## src/rtl/trng_crngt.sv

```systemverilog
// Continuous repetition test between the TRNG bit collector and the EHR.
// The first word after reset becomes the reference; each following word must differ from the previous one.
module trng_crngt #(
   parameter bit ERR_HALT = 1'b1
) (
   input  logic        rng_clk,
   input  logic        rst_n,
   input  logic        rst_trng_logic,
   input  logic        crngt_en,
   input  logic        crngt_bypass,
   input  logic        collector_valid,
   input  logic [15:0] collector_crngt_data,
   output logic        crngt_collector_rd,
   input  logic        ehr_ready,
   output logic        crngt_ehr_valid,
   output logic [15:0] crngt_ehr_data,
   output logic        crngt_err,
   output logic [7:0]  crngt_word_cnt
);

   typedef enum logic [1:0] {IDLE, LOAD_REF, RUN, ERR} state_e;

   state_e      state_q;
   logic [15:0] ref_q;
   logic [15:0] data_q;
   logic        ref_loaded_q;
   logic        bypass_q;
   logic        vld_q;
   logic        err_q;
   logic [7:0]  cnt_q;

   logic stall, rd, xfer, in_run, repeat_hit, fwd;

   // A read in RUN is allowed only when the output register is free or drains this cycle.
   assign stall      = vld_q & ~ehr_ready;
   assign in_run     = (state_q == RUN);
   assign rd         = ~rst_trng_logic & collector_valid &
                       ((state_q == LOAD_REF) | (in_run & ~stall));
   assign xfer       = vld_q & ehr_ready;
   assign repeat_hit = rd & in_run & ~bypass_q & (collector_crngt_data == ref_q);
   assign fwd        = rd & in_run & ~repeat_hit;

   always_ff @(posedge rng_clk or negedge rst_n) begin
      if (!rst_n) begin
         state_q      <= IDLE;
         ref_q        <= '0;
         data_q       <= '0;
         ref_loaded_q <= 1'b0;
         bypass_q     <= 1'b0;
         vld_q        <= 1'b0;
         err_q        <= 1'b0;
         cnt_q        <= '0;
      end else if (rst_trng_logic) begin
         state_q      <= IDLE;
         ref_q        <= '0;
         data_q       <= '0;
         ref_loaded_q <= 1'b0;
         bypass_q     <= 1'b0;
         vld_q        <= 1'b0;
         err_q        <= 1'b0;
         cnt_q        <= '0;
      end else begin
         if (fwd) begin
            data_q       <= collector_crngt_data;
            ref_q        <= collector_crngt_data;
            ref_loaded_q <= 1'b1;
         end
         if (fwd)       vld_q <= 1'b1;
         else if (xfer) vld_q <= 1'b0;
         if (xfer && cnt_q != 8'hFF) cnt_q <= cnt_q + 8'd1;
         if (repeat_hit) err_q <= 1'b1;

         case (state_q)
            IDLE: begin
               // Bypass is sampled only here so a mid-stream change cannot split a run.
               if (crngt_en) begin
                  bypass_q <= crngt_bypass;
                  state_q  <= (crngt_bypass || ref_loaded_q) ? RUN : LOAD_REF;
               end
            end
            LOAD_REF: begin
               if (rd) begin
                  ref_q        <= collector_crngt_data;
                  ref_loaded_q <= 1'b1;
               end
               if (!crngt_en) state_q <= IDLE;
               else if (rd)   state_q <= RUN;
            end
            RUN: begin
               if (repeat_hit && ERR_HALT) state_q <= ERR;
               else if (!crngt_en)         state_q <= IDLE;
            end
            default: ;
         endcase
      end
   end

   assign crngt_collector_rd = rd;
   assign crngt_ehr_valid    = vld_q;
   assign crngt_ehr_data     = data_q;
   assign crngt_err          = err_q;
   assign crngt_word_cnt     = cnt_q;

endmodule

```

## config.mk

```make
export PLATFORM = sky130hd
export DESIGN_NAME = trng_crngt
export DESIGN_NICKNAME = d
export VERILOG_FILES = /design/src/rtl/trng_crngt.sv
export SDC_FILE = /design/constraint.sdc
export NUM_CORES = 1
export LEC_CHECK = 0
export CELL_PAD_IN_SITES_DETAIL_PLACEMENT = 0
export CELL_PAD_IN_SITES_GLOBAL_PLACEMENT = 1
export CORE_ASPECT_RATIO = 0.6
export CORE_MARGIN = 2
export CORE_UTILIZATION = 35
export CTS_CLUSTER_DIAMETER = 40
export CTS_CLUSTER_SIZE = 8
export DETAILED_ROUTE_END_ITERATION = 10
export HOLD_SLACK_MARGIN = 0.06
export PLACE_DENSITY = 0.84
export SYNTH_ARGS = -nofsm -noshare
export SYNTH_HDL_FRONTEND = slang
export SYNTH_SLANG_ARGS = --single-unit
```

## constraint.sdc

```tcl
create_clock -name rng_clk -period 1.9 [get_ports rng_clk]
set_clock_uncertainty 0.05 [all_clocks]
set_input_delay 0.57 -clock rng_clk [delete_from_list [all_inputs] [get_ports rng_clk]]
set_output_delay 0.57 -clock rng_clk [all_outputs]
set_load 0.005 [all_outputs]
```

-- Yosys cells after proc, flatten, opt, wreduce, memory -nomap -nowiden
Index checks and enable logic that the tools add are counted.
- mux-type cells: 28
- bitwise logic cells: 15
- reduce and logical (&&, ||, !) cells: 12
- eq/ne operators: 7
- $add $sub $neg: 1
- operators by type and width (kind ; count):
    16-bit 2-to-1 mux ; 6
    16-bit == test ; 1
    8-bit 2-to-1 mux ; 2
    2-bit 2-to-1 mux ; 7
    1-bit 2-to-1 mux ; 12
    2-bit nonzero test ; 5
    1-bit bitwise AND ; 9
    8-bit by 1-bit adder with 8-bit output, second input constant ; 1
    8-bit != test, second input constant ; 1
    2-bit case mux with 3 select lines ; 1
    1-bit inverter ; 5
    4-bit by 3-bit != test with 1-bit output, second input constant ; 1
    4-bit != test, second input constant ; 1
    4-bit AND reduction ; 1
    4-bit nonzero test ; 1
    3-bit != test, second input constant ; 1
    3-bit nonzero test ; 1
    2-bit by 1-bit == test with 1-bit output, second input constant ; 1
    2-bit == test, second input constant ; 1
    2-bit logical NOT ; 1
    2-bit AND reduction ; 1
    1-bit logical AND ; 1
    1-bit logical OR ; 1
    1-bit OR ; 1
- logic and storage cells: 71
- bits of input ports: 23
- register bits after elaboration: 46

-- Depth between registers and ports, before layout
- word-level depth: 15
- gate-level depth with buffers: 11
- depth with buffers taken out: 8

-- Worst setup path after synthesis
Ideal clock, no wire load.
- path type: register to register
- from: register state_q[1]
- to: register ref_q[10]
- setup time: 0.132 ns
- cell stages (with the launch flop): 12
- arrival: 1.949 ns
- path slack: -0.231 ns
- path buffers: 3
- clock period less this slack: 2.131 ns
- cells stage by stage: dfrtp_1 inv_1 ha_1 buf_4 nor2_2 a2111oi_2 a31oi_1 a211oi_2 buf_6 buf_12 mux2i_1 nor2_1
- cells in the longest elaborated chain, start to end: 13
- elaborated cells between the ends (all ways): 14
- those cells by class: eq/ne (2); mux (4); bitwise (8)
- RTL lines (element ; line ; text):
    start, declared ; 23 ; state_e state_q;
    start signal, assigned ; 78 ; state_q <= (crngt_bypass || ref_loaded_q) ? RUN : LOAD_REF;
    2-bit == test ; 36 ; assign in_run = (state_q == RUN);
    1-bit bitwise AND ; 38 ; ((state_q == LOAD_REF) | (in_run & ~stall));
    1-bit OR ; 38 ;
    1-bit bitwise AND ; 37 ; assign rd = ~rst_trng_logic & collector_valid &
    1-bit bitwise AND ; 40, 41 ;
    1-bit bitwise AND (2 in a row) ; 40 ; assign repeat_hit = rd & in_run & ~bypass_q & (collector_crngt_data == ref_q);
    1-bit inverter ; 41 ; assign fwd = rd & in_run & ~repeat_hit;
    1-bit bitwise AND ; 41 ;
    16-bit 2-to-1 mux ; 63 ; if (fwd) begin
    16-bit 2-to-1 mux ; 82 ; if (rd) begin
    16-bit 2-to-1 mux * ; 73 ; case (state_q)
    16-bit 2-to-1 mux * ; 53 ; end else if (rst_trng_logic) begin
    end signal, assigned ; 65 ; ref_q <= collector_crngt_data;
    end signal, assigned ; 83 ; ref_q <= collector_crngt_data;
    end, declared ; 24 ; logic [15:0] ref_q;
Mark *: on every way between the ends. The rest lies on a longest branch, timed or not.
A chain may end at the register's enable or synchronous reset.

-- Worst setup path in the final report
- from: register state_q[0]
- to: register ref_q[7]
The elaborated chain is that of the path after synthesis.

==> run summary <==
Status = finished, violations left
Violations in the final reports = setup timing
Later-pin clock latency in the skew report = 0.29 ns
Worst slack at placement = -0.827 ns
Die Outline Area = 0.00758 mm^2
Final hold violation count = 0
Part of the power in the clock network = 24.8%
Wire length of the first global-routing pass = 9800 um
Critical path class = flip-flop to flip-flop
Hold Buf Count CTS = 0
Initial DRC Count = 82
Total number of nets in the final design = 343
Die height = 68.2 um
Critical Path Fanout Max = 8
Maximum vdd ir drop = 0.449 mV
Reg power frac = 34.2%
Capture point of the worst reg-to-reg path = ref_q[7]$_DFF_PN0_
Gate power share = 41.0%
Clock tree from TritonCTS = yes
Most frequent standard cell in the layout excluding fill and tap cells = sky130_fd_sc_hd__dfrtp_1
MaxCap Viol Count = 0
Net Count, Synth = 258
Post-route standard cell area excluding fillers = 0.00352 mm^2
Largest net degree at the start of global routing = 50
Floorplan core area = 0.00668 mm^2
DRC = 0
Final Total Pwr = 3.52 mW
Mean post-synth cell area = 10.4 um^2
Leakage power of the design = 1.77 nW
Number of search-and-repair iterations in the first detailed-routing pass = 4
Proportion of synthesized chip area in sequential cells = 47.8%
Internal power component = 2.35 mW
Worst slew pin tran = 0.528 ns
Starting density of the core = 36.0%
Total routing resource utilization after global routing = 16.4%
Number of fill cells = 627
Unrepaired setup endpoints after global routing = true
Startpoint types = flip-flop
Total power divided by cell area = 999 mW/mm^2
Die width = 111 um
Total of buffers placed on input and output ports = 49
Most frequent cells in the layout = sky130_fd_sc_hd__dfrtp_1 (44), sky130_fd_sc_hd__nor2_1 (42), sky130_fd_sc_hd__mux2i_1 (33)
Net Sw Frac = 33.3%
Post-layout minimum cycle time = 2.06 ns
Ant diodes = 0
Number of cells on the worst reg-to-reg path = 9
Via count = 1925
Period Utilization, post-route = 108%
Htree depth = 2
Vias per Instance = 4.76
Psw = 1.17 mW
Area growth from synthesis to layout = 46.4%
Worst R2R Start = state_q[0]$_DFFE_PN0P_
Sequential Area = 0.00115 mm^2
Worst min-delay path category = primary input to asynchronous set/reset pin
Synthesis warning total = 0
TritonCTS Sinks = 46
Number of pins exceeding their max-slew limit in the final report = 0
Synth Instances = 231
Slew margin rel. = 64.8%
Register-to-register setup slack = -0.16 ns
Total standard cell area after synthesis = 0.00241 mm^2
Worst path setup slack after routing = -0.158 ns
Wirelength per Cell = 14.2 um
Peak clock frequency supported by timing = 0.486 GHz
Instance area after placement = 0.00322 mm^2
Number of routed nets with antenna violations = 0
Number of storage elements in the synthesis netlist = 46
I/O pin total = 50
Data arrival, critical path = 2.15 ns
Number of antenna violations at the first check in global routing = 0
Detailed Route WL = 5740 um
Last weighted congestion value of the routability-driven placer = 0.766
Setup-failing EPs final = 35
Clk pin slew, worst setup/hold paths = 0.07 ns
Via count of the first global-routing pass = 2001
Maximum number of buffers from clock root to sink = 2
TritonCTS Buffers = 5
Remaining global-route overflow = 0
Total area of multi-input combinational cells = 0.00130 mm^2
Number of cell rows = 23
Required time of the critical path = 2.00 ns
Capturing element type of the critical path = flip-flop
Half-perimeter wire length after placement = 3960 um
Utilization after layout = 52.8%
Share of cells above drive strength 1 = 29.0%
Number of unique standard cell types used by synthesis = 37
Clock root buffer = sky130_fd_sc_hd__clkbuf_16
## metal layers
metal | global-route usage (%) | vias to the layer above | routed length, um
li1 | - | 956 | -
met1 | 22.5 | 924 | 2960
met2 | 26.6 | 40 | 2480
met3 | 4.16 | 5 | 265
met4 | 3.55 | 0 | 40
met5 | 0 | - | 0
## flip-flops by register name, indices dropped and copies added, names as in the netlist
name             flops
state_q              2
bypass_q             1
crngt_word_cnt       8
crngt_err            1
crngt_ehr_data      16
crngt_ehr_valid      1
ref_loaded_q         1
ref_q               16
## cells by family after synthesis
family / after synthesis / synth area share (%)
mux: 33 / 13.7
xor+xnor: 17 / 6.19
flops: 46 / 47.8
compound gates: 29 / 8.68
fa+ha+maj: 4 / 2.08
buf+inv: 20 / 4.89
simple gates: 82 / 16.6
## synth_stat cells, drive strengths merged
cell type / n / area, um^2
a211oi: 4 / 35.0
a31oi: 1 / 6.26
a2111oi: 2 / 42.5
and2: 1 / 6.26
o211ai: 2 / 15.0
nand2b: 2 / 12.5
xor2: 14 / 123
nor3b: 1 / 7.51
a21oi: 10 / 50.1
nand3b: 3 / 22.5
buf: 5 / 61.3
mux2i: 33 / 330
nand3: 6 / 35.0
nor2: 43 / 164
ha: 4 / 50.1
and3: 1 / 6.26
nor2b: 5 / 31.3
or3: 3 / 18.8
nor3: 7 / 40.0
dfrtp: 46 / 1150
o32a: 1 / 10.0
clkbuf: 6 / 22.5
o211a: 1 / 10.0
o21ai: 8 / 40.0
inv: 9 / 33.8
nand2: 8 / 30.0
nor4: 2 / 25.0
xnor2: 3 / 26.3
## how the worst max path moves through the flow
| stage | start | end | slack (ns) | depth (start not counted) |
|---|---|---|---|---|
| after global placement | collector_crngt_data[3] | ref_q[14]$_DFF_PN0_ | -0.74 | 8 |
| after global routing | state_q[0]$_DFFE_PN0P_ | ref_q[7]$_DFF_PN0_ | -0.26 | 9 |
| after CTS | state_q[0]$_DFFE_PN0P_ | ref_q[7]$_DFF_PN0_ | -0.16 | 9 |
| after detailed placement | collector_crngt_data[3] | ref_q[7]$_DFF_PN0_ | -0.83 | 8 |
| final | state_q[0]$_DFFE_PN0P_ | ref_q[7]$_DFF_PN0_ | -0.16 | 9 |
| after floorplan | collector_crngt_data[3] | ref_q[10]$_DFF_PN0_ | -0.20 | 8 |
## cell type report
| type | instances | area share (%) |
|---|---|---|
| well taps | 87 | 3.09 |
| flip-flops and latches | 46 | 32.8 |
| repair buffers | 89 | 22.3 |
| clock buffers | 5 | 3.55 |
| clock inverters | 3 | 0.533 |
| inverters | 9 | 0.959 |
| multi-input cells | 165 | 36.8 |
## what timing repair did
action,4_1_cts,5_1_grt
pin swaps,16,9
setup buffers,5,3
gates cloned,0,0
endpoints found under the setup margin,41,41
gates resized for setup,79,11
## worst max-delay path: stages, from the launching register on
cell and delay, ns:
sky130_fd_sc_hd__dfrtp_1 0.42, sky130_fd_sc_hd__inv_2 0.09, sky130_fd_sc_hd__ha_4 0.17, sky130_fd_sc_hd__nor2_4 0.05, sky130_fd_sc_hd__a2111oi_4 0.25, sky130_fd_sc_hd__a31oi_2 0.17, sky130_fd_sc_hd__a211oi_4 0.27, sky130_fd_sc_hd__buf_6 0.20
sky130_fd_sc_hd__mux2i_1 0.19, sky130_fd_sc_hd__nor2_1 0.07
## power groups by stage
stage	registers (mW)	logic, mW	clock network (mW)
floorplan	1.20	0.767	0
global placement	1.20	1.17	0
detailed placement	1.21	1.20	0
CTS	1.20	1.40	0.894
global route	1.22	1.58	0.930
finish	1.20	1.44	0.872
## through the flow
step           instances  setup TNS, ns  hold WS (ns)
3_5_place_dp         390         -27.35         0.440
2_1_floorplan        231          -3.14         0.224
5_1_grt              404          -7.12         0.228
3_3_place_gp         390         -25.48         0.434
6_report             404          -3.10         0.194
4_1_cts              402          -3.19         0.215
Note: power is estimated with default switching activity, not from simulation.
